**src/rtl/mips_alu_mc.sv**
```systemverilog
// mips_alu_mc -- multi-cycle MIPS ALU with valid/ready handshakes.
//
// Sits between register-file read and write-back. One operation is accepted
// in IDLE, its result is held in DONE until the consumer takes it. Logic and
// arithmetic ops finish at the accept edge; MULTU (shift-add) and DIVU
// (restoring) iterate once per clock for WIDTH clocks into HI/LO.
//
// Ports:
//   CLK, RESET_N          rising-edge clock, asynchronous active-low reset
//   IN_VALID / IN_READY   operation handshake (IN_READY high only in IDLE)
//   ALUCtl, A, B, SHAMT   operation code, rs, rt, shift amount
//   OUT_VALID / OUT_READY result handshake
//   ALUOut, Zero, Overflow registered result and flags
//   HI, LO                multiply/divide result registers
module mips_alu_mc #(
  parameter  int WIDTH = 32,
  localparam int SHW   = $clog2(WIDTH)
) (
  input  logic             CLK,
  input  logic             RESET_N,
  input  logic             IN_VALID,
  output logic             IN_READY,
  input  logic [3:0]       ALUCtl,
  input  logic [WIDTH-1:0] A,
  input  logic [WIDTH-1:0] B,
  input  logic [SHW-1:0]   SHAMT,
  output logic             OUT_VALID,
  input  logic             OUT_READY,
  output logic [WIDTH-1:0] ALUOut,
  output logic             Zero,
  output logic             Overflow,
  output logic [WIDTH-1:0] HI,
  output logic [WIDTH-1:0] LO
);

  localparam logic [3:0] OP_AND   = 4'd0;
  localparam logic [3:0] OP_OR    = 4'd1;
  localparam logic [3:0] OP_ADD   = 4'd2;
  localparam logic [3:0] OP_SLTU  = 4'd3;
  localparam logic [3:0] OP_SLL   = 4'd4;
  localparam logic [3:0] OP_SRL   = 4'd5;
  localparam logic [3:0] OP_SUB   = 4'd6;
  localparam logic [3:0] OP_SLT   = 4'd7;
  localparam logic [3:0] OP_SRA   = 4'd8;
  localparam logic [3:0] OP_MULTU = 4'd9;
  localparam logic [3:0] OP_DIVU  = 4'd10;
  localparam logic [3:0] OP_MFHI  = 4'd11;
  localparam logic [3:0] OP_NOR   = 4'd12;
  localparam logic [3:0] OP_MFLO  = 4'd13;

  typedef enum logic [1:0] {IDLE, BUSY, DONE} state_t;

  state_t           state_q, state_d;
  logic [SHW-1:0]   cnt_q, cnt_d;
  logic             is_div_q, is_div_d;
  // Multiplicand for MULTU, divisor for DIVU.
  logic [WIDTH-1:0] opnd_q, opnd_d;
  // acc: running high product / partial remainder.
  // mq:  multiplier shifting out / dividend shifting out, quotient shifting in.
  logic [WIDTH-1:0] acc_q, acc_d;
  logic [WIDTH-1:0] mq_q, mq_d;
  logic [WIDTH-1:0] out_q, out_d;
  logic             zero_q, zero_d;
  logic             ovf_q, ovf_d;
  logic [WIDTH-1:0] hi_q, hi_d;
  logic [WIDTH-1:0] lo_q, lo_d;

  logic [WIDTH-1:0] sum, diff, sc_res;
  logic             sc_ovf;
  logic [WIDTH:0]   mul_sum;
  logic [WIDTH:0]   div_sh;
  logic             div_ge;
  logic [WIDTH-1:0] div_sub;
  logic [WIDTH-1:0] acc_next, mq_next;

  assign IN_READY  = (state_q == IDLE);
  assign OUT_VALID = (state_q == DONE);
  assign ALUOut    = out_q;
  assign Zero      = zero_q;
  assign Overflow  = ovf_q;
  assign HI        = hi_q;
  assign LO        = lo_q;

  // Single-cycle result, computed straight from the live inputs so it can be
  // registered on the accept edge.
  always_comb begin
    sum    = A + B;
    diff   = A - B;
    sc_res = '0;
    sc_ovf = 1'b0;
    case (ALUCtl)
      OP_AND:  sc_res = A & B;
      OP_OR:   sc_res = A | B;
      OP_ADD: begin
        sc_res = sum;
        sc_ovf = (A[WIDTH-1] == B[WIDTH-1]) && (sum[WIDTH-1] != A[WIDTH-1]);
      end
      OP_SUB: begin
        sc_res = diff;
        sc_ovf = (A[WIDTH-1] != B[WIDTH-1]) && (diff[WIDTH-1] != A[WIDTH-1]);
      end
      OP_SLT:  sc_res = {{(WIDTH-1){1'b0}}, ($signed(A) < $signed(B))};
      OP_SLTU: sc_res = {{(WIDTH-1){1'b0}}, (A < B)};
      OP_NOR:  sc_res = ~(A | B);
      OP_SLL:  sc_res = B << SHAMT;
      OP_SRL:  sc_res = B >> SHAMT;
      OP_SRA:  sc_res = $signed(B) >>> SHAMT;
      OP_MFHI: sc_res = hi_q;
      OP_MFLO: sc_res = lo_q;
      default: sc_res = '0;
    endcase
  end

  // One iteration of the shared multiply/divide engine.
  // Multiply: add the multiplicand into the high half when the multiplier
  // LSB is set, then shift the whole {carry,acc,mq} right by one.
  // Divide: shift {acc,mq} left by one and subtract the divisor when it fits;
  // the partial remainder is always below the divisor, so WIDTH+1 bits hold
  // the shifted value and the difference fits back into WIDTH bits.
  always_comb begin
    mul_sum  = {1'b0, acc_q} + (mq_q[0] ? {1'b0, opnd_q} : '0);
    div_sh   = {acc_q, mq_q[WIDTH-1]};
    div_ge   = (div_sh >= {1'b0, opnd_q});
    div_sub  = div_sh[WIDTH-1:0] - opnd_q;
    acc_next = mul_sum[WIDTH:1];
    mq_next  = {mul_sum[0], mq_q[WIDTH-1:1]};
    if (is_div_q) begin
      acc_next = div_ge ? div_sub : div_sh[WIDTH-1:0];
      mq_next  = {mq_q[WIDTH-2:0], div_ge};
    end
  end

  // Next-state and register updates. HI/LO only move when a multiply or
  // divide completes (or a divide by zero is accepted).
  always_comb begin
    state_d  = state_q;
    cnt_d    = cnt_q;
    is_div_d = is_div_q;
    opnd_d   = opnd_q;
    acc_d    = acc_q;
    mq_d     = mq_q;
    out_d    = out_q;
    zero_d   = zero_q;
    ovf_d    = ovf_q;
    hi_d     = hi_q;
    lo_d     = lo_q;
    case (state_q)
      IDLE: begin
        if (IN_VALID) begin
          cnt_d = '0;
          if (ALUCtl == OP_MULTU) begin
            is_div_d = 1'b0;
            opnd_d   = A;
            acc_d    = '0;
            mq_d     = B;
            state_d  = BUSY;
          end else if ((ALUCtl == OP_DIVU) && (B != '0)) begin
            is_div_d = 1'b1;
            opnd_d   = B;
            acc_d    = '0;
            mq_d     = A;
            state_d  = BUSY;
          end else if (ALUCtl == OP_DIVU) begin
            hi_d    = A;
            lo_d    = '1;
            out_d   = '1;
            zero_d  = 1'b0;
            ovf_d   = 1'b0;
            state_d = DONE;
          end else begin
            out_d   = sc_res;
            zero_d  = (sc_res == '0);
            ovf_d   = sc_ovf;
            state_d = DONE;
          end
        end
      end
      BUSY: begin
        acc_d = acc_next;
        mq_d  = mq_next;
        cnt_d = cnt_q + SHW'(1);
        if (cnt_q == SHW'(WIDTH - 1)) begin
          cnt_d   = '0;
          hi_d    = acc_next;
          lo_d    = mq_next;
          out_d   = mq_next;
          zero_d  = (mq_next == '0);
          ovf_d   = 1'b0;
          state_d = DONE;
        end
      end
      DONE: begin
        if (OUT_READY) state_d = IDLE;
      end
      default: state_d = IDLE;
    endcase
  end

  // State and datapath registers; reset discards any in-flight operation.
  always_ff @(posedge CLK or negedge RESET_N) begin
    if (!RESET_N) begin
      state_q  <= IDLE;
      cnt_q    <= '0;
      is_div_q <= 1'b0;
      opnd_q   <= '0;
      acc_q    <= '0;
      mq_q     <= '0;
      out_q    <= '0;
      zero_q   <= 1'b1;
      ovf_q    <= 1'b0;
      hi_q     <= '0;
      lo_q     <= '0;
    end else begin
      state_q  <= state_d;
      cnt_q    <= cnt_d;
      is_div_q <= is_div_d;
      opnd_q   <= opnd_d;
      acc_q    <= acc_d;
      mq_q     <= mq_d;
      out_q    <= out_d;
      zero_q   <= zero_d;
      ovf_q    <= ovf_d;
      hi_q     <= hi_d;
      lo_q     <= lo_d;
    end
  end

endmodule

```
**config.mk**
```make
export PLATFORM = sky130hd
export DESIGN_NAME = mips_alu_mc
export DESIGN_NICKNAME = d
export VERILOG_FILES = /design/src/rtl/mips_alu_mc.sv
export SDC_FILE = /design/constraint.sdc
export NUM_CORES = 1
export LEC_CHECK = 0
export CAP_MARGIN = 20
export CORE_ASPECT_RATIO = 0.6
export CORE_MARGIN = 4
export CORE_UTILIZATION = 35
export DETAILED_ROUTE_END_ITERATION = 8
export HOLD_SLACK_MARGIN = 0.1
export PLACE_DENSITY = 0.56
export RECOVER_POWER = 25
export REMOVE_ABC_BUFFERS = 1
export SLEW_MARGIN = 20
export SYNTH_ARGS = -nofsm -noshare
export SYNTH_HDL_FRONTEND = slang
export SYNTH_SLANG_ARGS = --single-unit
```
**constraint.sdc**
```tcl
create_clock -name CLK -period 5.9 [get_ports CLK]
set_clock_uncertainty 0.15 [all_clocks]
set_input_delay 1.18 -clock CLK [delete_from_list [all_inputs] [get_ports CLK]]
set_output_delay 1.18 -clock CLK [all_outputs]
set_load 0.03 [all_outputs]
```
======== Word level (Yosys, flattened, before mapping) ========
Cells that the tools add are included.
word-level totals
  register bits ........................... 202
  bits in latches ......................... 0
  RAM bits ................................ 0
  memory bits (read-only) ................. 0
  bits of input ports ..................... 77
  output and inout port bits .............. 100
  memories kept ........................... 0
operators by class
  add/sub/neg operators ................... 5
  $mul .................................... 0
  div/mod/pow operators ................... 0
  order comparisons ....................... 3
  equality and inequality tests ........... 27
  shift operators ......................... 3
  mux-type cells .......................... 56
  bitwise gates (word level) .............. 3
  reduce and logical (&&, ||, !) cells .... 16
operators with widths
  kind                                            count
  2-to-1 mux 32 bit                               26
  one-hot mux 32 bit (12 select lines)            1
  one-hot mux 32 bit (2 select lines)             5
  logical NOT 32 bit                              2
  < comparator 32 bit                             2
  subtractor 32 bit                               2
  adder 32 x 32 -> 33 bit                         1
  >= comparator 33 x 32 -> 1 bit                  1
  adder 32 bit                                    1
  bitwise AND 32 bit                              1
  inverter 32 bit                                 1
  bitwise OR 32 bit                               1
  nonzero test 32 bit                             1
  << shifter 32 x 5 -> 32 bit                     1
  right shift 32 x 5 -> 32 bit                    1
  >>> shifter 32 x 5 -> 32 bit                    1
  == test 4 bit (second input constant)           6
  == test 4 x 3 -> 1 bit (second input constant)  4
  2-to-1 mux 1 bit                                12
  2-to-1 mux 2 bit                                5
  2-to-1 mux 5 bit                                2
  one-hot mux 5 bit (2 select lines)              1
  AND reduction 3 bit                             3
  == test 4 x 2 -> 1 bit (second input constant)  2
  other kinds (19)                                30

======== Depth between registers and ports, before layout ========
Gate-level depths: netlist of run 1.
  depth in word-level cells ............... 9
  depth in mapped cells ................... 17
  gate-level depth less buffers ........... 16

======== Worst setup path after synthesis of run 1 ========
OpenSTA, ideal clock, no wires.
  path kind ............................... input to register
  from .................................... in B[11]
  to ...................................... reg zero_q (netlist: Zero)
  setup time .............................. 75 ps
  arrival time ............................ 4434 ps
  setup slack ............................. 1241 ps
  cell stages on the path ................. 15
  cell sequence ........................... clkbuf_1 -> inv_1 -> ha_1 -> buf_2 -> or2_2 -> nor4_1 -> a311o_1 -> or3_1 -> o21ai_2 -> a221o_1 -> a211o_2 -> nor4b_1 -> nand4_1 -> or3_1 -> o211ai_2
between the ends
  cells in the longest elaborated chain, start to end .. 9
  elaborated cells between the ends (all ways) .. 21
RTL lines
  what                                                       RTL line  text
  start, declared                                            25        input logic [WIDTH-1:0] B,
  branches (longest 9 deep; another with subtractor 32 bit)  n/a
  end signal, assigned                                       221       zero_q <= zero_d;
  end, declared                                              63        logic zero_q, zero_d;
Several ways; the timed one is not identified. The select of a mux whose other input is x is not followed.
A chain may end at the register's enable or synchronous reset.

======== Final worst setup path of run 1 ========
  from .................................... in B[1]
  to ...................................... reg out_q[31] (netlist: ALUOut[31])
between the ends
  cells in the longest elaborated chain, start to end .. 7
  elaborated cells between the ends (all ways) .. 15
RTL lines
  what                                       RTL line  text
  subtractor 32 bit (tied with other cells)  88        diff = A - B;
  one-hot mux 32 bit (12 select lines)       91        case (ALUCtl)
  2-to-1 mux 32 bit                          163       end else if (ALUCtl == OP_DIVU) begin
  2-to-1 mux 32 bit                          157       end else if ((ALUCtl == OP_DIVU) && (B != '0)) begin
  2-to-1 mux 32 bit                          151       if (ALUCtl == OP_MULTU) begin
  2-to-1 mux 32 bit                          149       if (IN_VALID) begin
  one-hot mux 32 bit (2 select lines)        147       case (state_q)
  end signal, assigned                       220       out_q <= out_d;
  end, declared                              62        logic [WIDTH-1:0] out_q, out_d;
Parallel ways exist; a longest one is shown, timed or not. The select of a mux whose other input is x is not followed.

==> flow_summary_export.csv, run 1 <==
group,metric,value,unit
status,status,"complete, but fails checks",
status,violations,"capacitance limit, slew limit",
cells_and_area,mostFrequentLayoutCells,"nand2_1 (388), buf_4 (333), nor2_1 (300)",
placed_design,place.port_buffers,176,
setup_path,cp-end-kind,"flip-flop",
routing,met3WireLength,23100,um
cts,hold_buffers,0,
setup_path,worstPathRequired,6240,ps
cts,cts_made_buffers,24,
logic_synthesis,ys.flop_type,"dfrtp_1",
timing,rsz0062_at_grt,"false",
logic_synthesis,syn_avg_cell_area,7.70,um^2
cts,postCtsResizedCells,0,
routing,wl,144000,um
cts,clock_latency,600,ps
routing,drc,0,
cells_and_area,stdcell_area,0.0298,mm^2
routing,wl_per_cell,32.8,um
setup_path,path_class,"primary input to flip-flop",
logic_synthesis,yosysWarnings,0,
global_route,overflow,0,
logic_synthesis,syn_inst,3143,
logic_synthesis,synth_cell_type_count,101,
timing,whs,329,ps
cts,clkSinkCount,202,
cts,root_buffer,"clkbuf_16",
logic_synthesis,syn_area,0.0242,mm^2
setup_path,cp.arrival,6220,ps
cts,cts_max_level,1,
floorplan,core,0.0682,mm^2
routing,drt-initial-drc-count,4975,
cts,cts_tree,"done",
global_route,grt_pass1_wl,200000,um
cells_and_area,final_common_cell,"nand2_1",
timing,min_period_over_period,99.5,%
logic_synthesis,ys_seq_area_share,20.9,%
placed_design,dp_hpwl,117000,um
pwr,p_leak,13.3,nW
floorplan,die-width,347,um
placed_design,place.gp.congestion,1.08,
cells_and_area,area_growth,23.1,%
floorplan,start_util,35.4,%
routing,ant_nets,0,
timing,max_freq,170,MHz
timing,slew_violations,205,
logic_synthesis,synth_seq_cells,202,
routing,wl_met1,66900,um
setup_path,critPathLaunchType,"primary input",
timing,setup_ws,27.7,ps
routing,vias,28400,
cts,path_clk_slew,70,ps
placed_design,dp_slack,-272,ps
timing,fin_crit,5870,ps
timing,hold_viol,0,
timing,maxSlewHeadroom,-76.0,%
logic_synthesis,synthArstFlopShare,100,%
routing,drt_pass1_iterations,7,
global_route,antenna_found_initial,9,
cells_and_area,layout.nets,3699,
timing,setup_viol,0,
setup_path,cp_max_fo,6,
routing,highest_layer,"met5",
cts,clockBufferDepth,3,
floorplan,rows,74,
run,cap_violations,2,
hold_path,min_path_type,"flip-flop to flip-flop",
pwr,ir_worst_vdd,0.199,mV
floorplan,chipHeight,212,um
global_route,track_usage,37.6,%
floorplan,dieArea,0.0735,mm^2
timing,worst_slew_pin_slew,2640,ps
cts,post-cts-setup-buffer-count,0,
global_route,grt_max_degree,113,
routing,wl_met2,49700,um
floorplan,ios,177,
routing,viasPerCell,6.48,
pwr,power_density,371,mW/mm^2
cells_and_area,drive_above_1_share,15.7,%
placed_design,place_area,0.0290,mm^2
global_route,grt_pass1_vias,25200,
pwr,finalPower,11.0,mW
logic_synthesis,synth_edf_count,0,
## registers in the layout, indices dropped and copies added, names as in the netlist
name / flops
cnt_q: 5
LO: 32
mq_q: 32
HI: 32
is_div_q: 1
opnd_q: 32
Zero: 1
state_q: 2
ALUOut: 32
acc_q: 32
Overflow: 1
## cells by family after synthesis
kind of cell	count (synthesis)	share of synthesized area (%)
simple gates	1094	21.0
compound gates	1023	29.2
buf+inv	424	7.86
flops	202	20.9
fa+ha+maj	169	8.87
mux	162	9.64
xor+xnor	69	2.50
## worst max-delay path, stage by stage
cell             delay, ps
clkdlybuf4s50_1        510
inv_1                  100
ha_1                   300
nor2_1                  60
o311ai_0               980
a22oi_1                490
a311o_1                470
a2111oi_4              570
nor3_1                 210
nor2_1                 220
a21oi_1                140
o221a_2                260
o21bai_1               200
nor2_1                 130
buf_4                  170
o31ai_1                200
## synthesized netlist by cell type (all sizes together), types with 9 or more instances
master   number  area share [%]
clkbuf      169             3.1
a22oi        21            0.65
o21ai       125             2.6
nand2       388             6.0
o22ai        14            0.36
o2111ai      13            0.47
xor2         14            0.51
buf          80             2.0
a21boi        9            0.28
o21a         18            0.56
ha          165             8.5
nand3        63             1.3
nand2b       26            0.67
a21oi       242             5.0
nor4         37             1.0
a21o        116             3.6
inv         171             2.7
and2         44             1.1
a31oi        77             2.0
or3          17            0.44
mux2         23             1.1
o31ai        38             1.2
or2          12            0.31
nor2b        50             1.3
nor2        305             4.7
mux2i        86             3.6
nand3b       10            0.31
o21bai       23            0.71
xnor2        55             2.0
a211oi       89             2.8
o221ai       19            0.69
a221oi       16            0.61
nor3         56             1.2
nand4        34            0.88
and3         18            0.48
o211ai       49             1.5
dfrtp       201              21
a221o        11            0.46
mux4         53             5.0
a311oi       41             1.5
## per-stage QoR
stage	cells	util (%)	TNS, ps
after CTS	4383	43.7	0
after global placement	4339	42.4	-746
after detailed placement	4339	42.4	-508
final	4386	43.6	0
after floorplan	2894	-	-166340
after global routing	4383	43.6	0
## area by class of cell
type	count	area, um^2
clock inverters	15	194
inverters	175	657
multi-input cells	2517	17300
repair buffers	533	4730
flip-flops and latches	202	5060
well taps	912	1140
fillers	7006	38500
diodes	3	7.51
clock buffers	29	649
## final timing paths
| kind | from | end | slack [ps] | cells past startpoint |
|---|---|---|---|---|
| hold / removal | ALUOut[15] | ALUOut[15] | 330 | 1 |
| setup / recovery | B[1] | ALUOut[31] | 30 | 16 |
| setup reg to reg | opnd_q[13] | HI[30] | 770 | 15 |
| hold reg to reg | ALUOut[15] | ALUOut[15] | 330 | 1 |
| max in group asynchronous | RESET_N | LO[29] | 1510 | 2 |
| min in group asynchronous | RESET_N | acc_q[15] | 1140 | 1 |
## routing by layer
| metal | vias up | GRT usage (%) |
|---|---|---|
| met5 | - | 0 |
| met4 | 4 | 8.18 |
| met3 | 193 | 16.6 |
| met2 | 2031 | 45.1 |
| met1 | 14000 | 59.2 |
| li1 | 12200 | - |
## where the power goes
part           switching [mW]  internal, mW  leakage, nW
clock network           0.744         0.931        0.410
registers               0.815          1.90         2.36
logic                    4.07          2.58         10.6
total                    5.63          5.41         13.3
(Power assumes the default switching activity.)
==> run 2: changes to the inputs <==
- ABC_AREA: not set -> 1
- PLACE_DENSITY: 0.56 -> 0.58
- clock period: 5.9 -> 5.15 ns (I/O delays scaled with it)
==> run 2 against run 1 <==
Effect of this change: die area increased by 2.2%; count of clock-buffer cells in the layout is 1 higher; first-iteration DRC count down 13%; register-to-register slack worse by 330 ps; utilization fell by 1.5 points; routed wire length grew 1.2%; non-clock buffer count decreased by 133; highest routed layer unchanged; combinational power up 27%; sequential share of layout area increased by 0.19 points; the flow finishes with violations (capacitance limit, slew limit, setup timing); clock power hardly changed; area after synthesis rose by 2.3%; global-route usage shrank 0.58 points.
==> flow_summary_export.csv, run 2 <==
group,metric,value,unit
logic_synthesis,yosysTopAreaCellShare,20.3,%
placed_design,dp_hpwl,122000,um
logic_synthesis,ys_seq_area_share,20.4,%
logic_synthesis,synth_cell_type_count,56,
logic_synthesis,yosysMostFrequentCell,"nand2_1",
cts,root_buffer,"clkbuf_16",
logic_synthesis,synth_edf_count,0,
setup_path,worstPathBufferInverterCount,2,
logic_synthesis,synthArstFlopShare,100,%
routing,drc,0,
global_route,antenna_found_initial,3,
cts,cts_made_buffers,23,
cts,clock_latency,570,ps
cts,clockBufferDepth,3,
logic_synthesis,syn_area,0.0247,mm^2
global_route,track_usage,37.1,%
setup_path,cp.depth,22,
setup_path,r2r_start,"acc_q[20]",
setup_path,path_cells,"clkdlybuf4s50_1, ha_1, fa_2, nand3_1, nand3_1, nand2_1, nand2_1, nand2_1, nand2_1, nand2_1, nand2_1, nand2_1, nand3_1, nand2_1, nor2_1, nand2_1, nor2_1, nand2_1, nor2_1, buf_4, nand4_1, a21oi_1",
logic_synthesis,syn_avg_cell_area,5.78,um^2
pwr,ir_worst_vdd,0.351,mV
pwr,finalPower,13.1,mW
logic_synthesis,yosysWarnings,0,
setup_path,critPathLaunchType,"primary input",
setup_path,slowest_stage,"clkdlybuf4s50_1",
setup_path,cpMostUsedCell,"nand2_1",
logic_synthesis,ys.flop_type,"dfrtp_1",
hold_path,min_path_type,"flip-flop to flip-flop",
logic_synthesis,synthMuxAreaShare,0.0405,%
floorplan,ios,177,
logic_synthesis,synthTopCellsByArea,"dfrtp_1 (20%), nand2_1 (20%), nand3_1 (10%)",
setup_path,worstPathRequired,5500,ps
logic_synthesis,synth_compound_area_share,16.9,%
cts,path_clk_slew,80,ps
cts,clkSinkCount,202,
cells_and_area,layout.nets,4771,
setup_path,cpPeakStageDelay,670,ps
timing,slew_violations,147,
routing,drt-initial-drc-count,4320,
global_route,grt_max_degree,102,
timing,setup_viol,1,
placed_design,place.port_buffers,176,
cells_and_area,final_core_util,42.1,%
floorplan,rows,75,
status,violations,"capacitance limit, slew limit, setup timing",
run,cap_violations,2,
setup_path,rr_worst_depth,14,
routing,wl_per_cell,26.6,um
logic_synthesis,synth_seq_cells,202,
cts,hold_buffers,0,
global_route,grt_pass1_vias,27500,
logic_synthesis,synth_top_family_by_area,"simple AND/OR/NAND/NOR gates",
placed_design,dp.cells,5424,
cts,postCtsResizedCells,0,
setup_path,cp.arrival,5540,ps
cells_and_area,drive_above_1_share,7.27,%
timing,fin_crit,5190,ps
timing,rsz0062_at_grt,"false",
cts,cts_tree,"done",
global_route,overflow,0,
status,status,"complete, but fails checks",
placed_design,place.gp.congestion,1.08,
setup_path,cp_max_fo,5,
timing,maxSlewHeadroom,-90.2,%
timing,min_period_over_period,101,%
floorplan,start_util,35.4,%
setup_path,startpoint,"A[0]",
floorplan,chipHeight,214,um
logic_synthesis,synthSimpleGateAreaFrac,40.2,%
setup_path,r2r_end,"ALUOut[0]",
routing,viasPerCell,5.72,
floorplan,die-width,351,um
routing,wl,145000,um
timing,final.setup.tns,-40.3,ps
logic_synthesis,yosys-top-cells-count,"nand2_1 (1286), inv_1 (583), nand3_1 (504)",
cells_and_area,final_common_cell,"nand2_1",
timing,setup_ws,-40.3,ps
logic_synthesis,yosys.area.top_type,"dfrtp_1",
timing,worst_slew_pin_slew,2850,ps
setup_path,endpoint,"Zero",
global_route,grt_pass1_wl,202000,um
logic_synthesis,synthAdderAreaFrac,8.67,%
floorplan,dieArea,0.0751,mm^2
setup_path,r2r_setup_slack,440,ps
setup_path,cp-end-kind,"flip-flop",
cts,cts_max_level,1,
routing,vias,31300,
placed_design,dp_slack,-380,ps
timing,hold_viol,0,
cells_and_area,stdcell_count,5465,
logic_synthesis,syn_inst,4280,
timing,max_freq,193,MHz
setup_path,path_class,"primary input to flip-flop",
setup_path,critPathTopFamily,"simple AND/OR/NAND/NOR gates",
logic_synthesis,synth_xor_area_share,1.35,%
cts,post-cts-setup-buffer-count,0,
cells_and_area,area_growth,19.0,%
floorplan,core,0.0699,mm^2
routing,ant_nets,0,
pwr,power_density,447,mW/mm^2
routing,drt_pass1_iterations,6,
pwr,p_leak,15.5,nW
hold_path,min_path_cells,2,
cells_and_area,mostFrequentLayoutCells,"nand2_1 (1286), inv_1 (581), nand3_1 (503)",
[run 2: layer usage]
| layer | wire length, um | global-route usage (%) |
|---|---|---|
| met5 | 36 | 0 |
| met3 | 23500 | 17.4 |
| met2 | 50500 | 44.6 |
| met4 | 3870 | 7.97 |
| met1 | 67500 | 57.5 |
[run 2: worst min-delay path by stage]
stage,start,to,slack [ps]
after floorplan,cnt_q[4],cnt_q[4],320
after global placement,ALUOut[9],ALUOut[9],320
after detailed placement,ALUOut[9],ALUOut[9],320
after CTS,RESET_N,acc_q[5],220
after global routing,ALUOut[7],ALUOut[7],360
final,ALUOut[9],ALUOut[9],330
[run 2: logic make-up after synthesis]
group	count (synthesis)
and+or+nand+nor	2378
buffers and inverters	781
AOI/OAI and AO/OA	711
DFF	202
adders and majority gates	169
xor gates and xnor gates	38
muxes	1
[run 2: cell type report]
type,instances,area (um^2)
diodes,3,7.51
clock buffers,30,642
clock inverters,8,77.6
fillers,7746,40500
inverters,601,2260
multi-input cells,3297,16700
flip-flops and latches,202,5060
well taps,924,1160
repair buffers,400,3580
[run 2: stage by stage]
stage	area, um^2	hold slack, ps
floorplan	23900	322
finish	29400	332
global placement	28700	316
global route	29400	362
CTS	29400	223
detailed placement	28700	317
[run 2: tightest hold or removal path, delay by kind of cell (launching register included)]
| kind | cells | cell delay (ps) |
|---|---|---|
| AND/OR/NAND/NOR | 2 | 100 |
| flip-flops | 1 | 350 |
[run 2: report_power, final]
part           leakage, nW  switching, mW  internal (mW)
logic                 12.7           5.70           2.76
clock network        0.351          0.777          0.928
registers             2.47          0.690           2.29
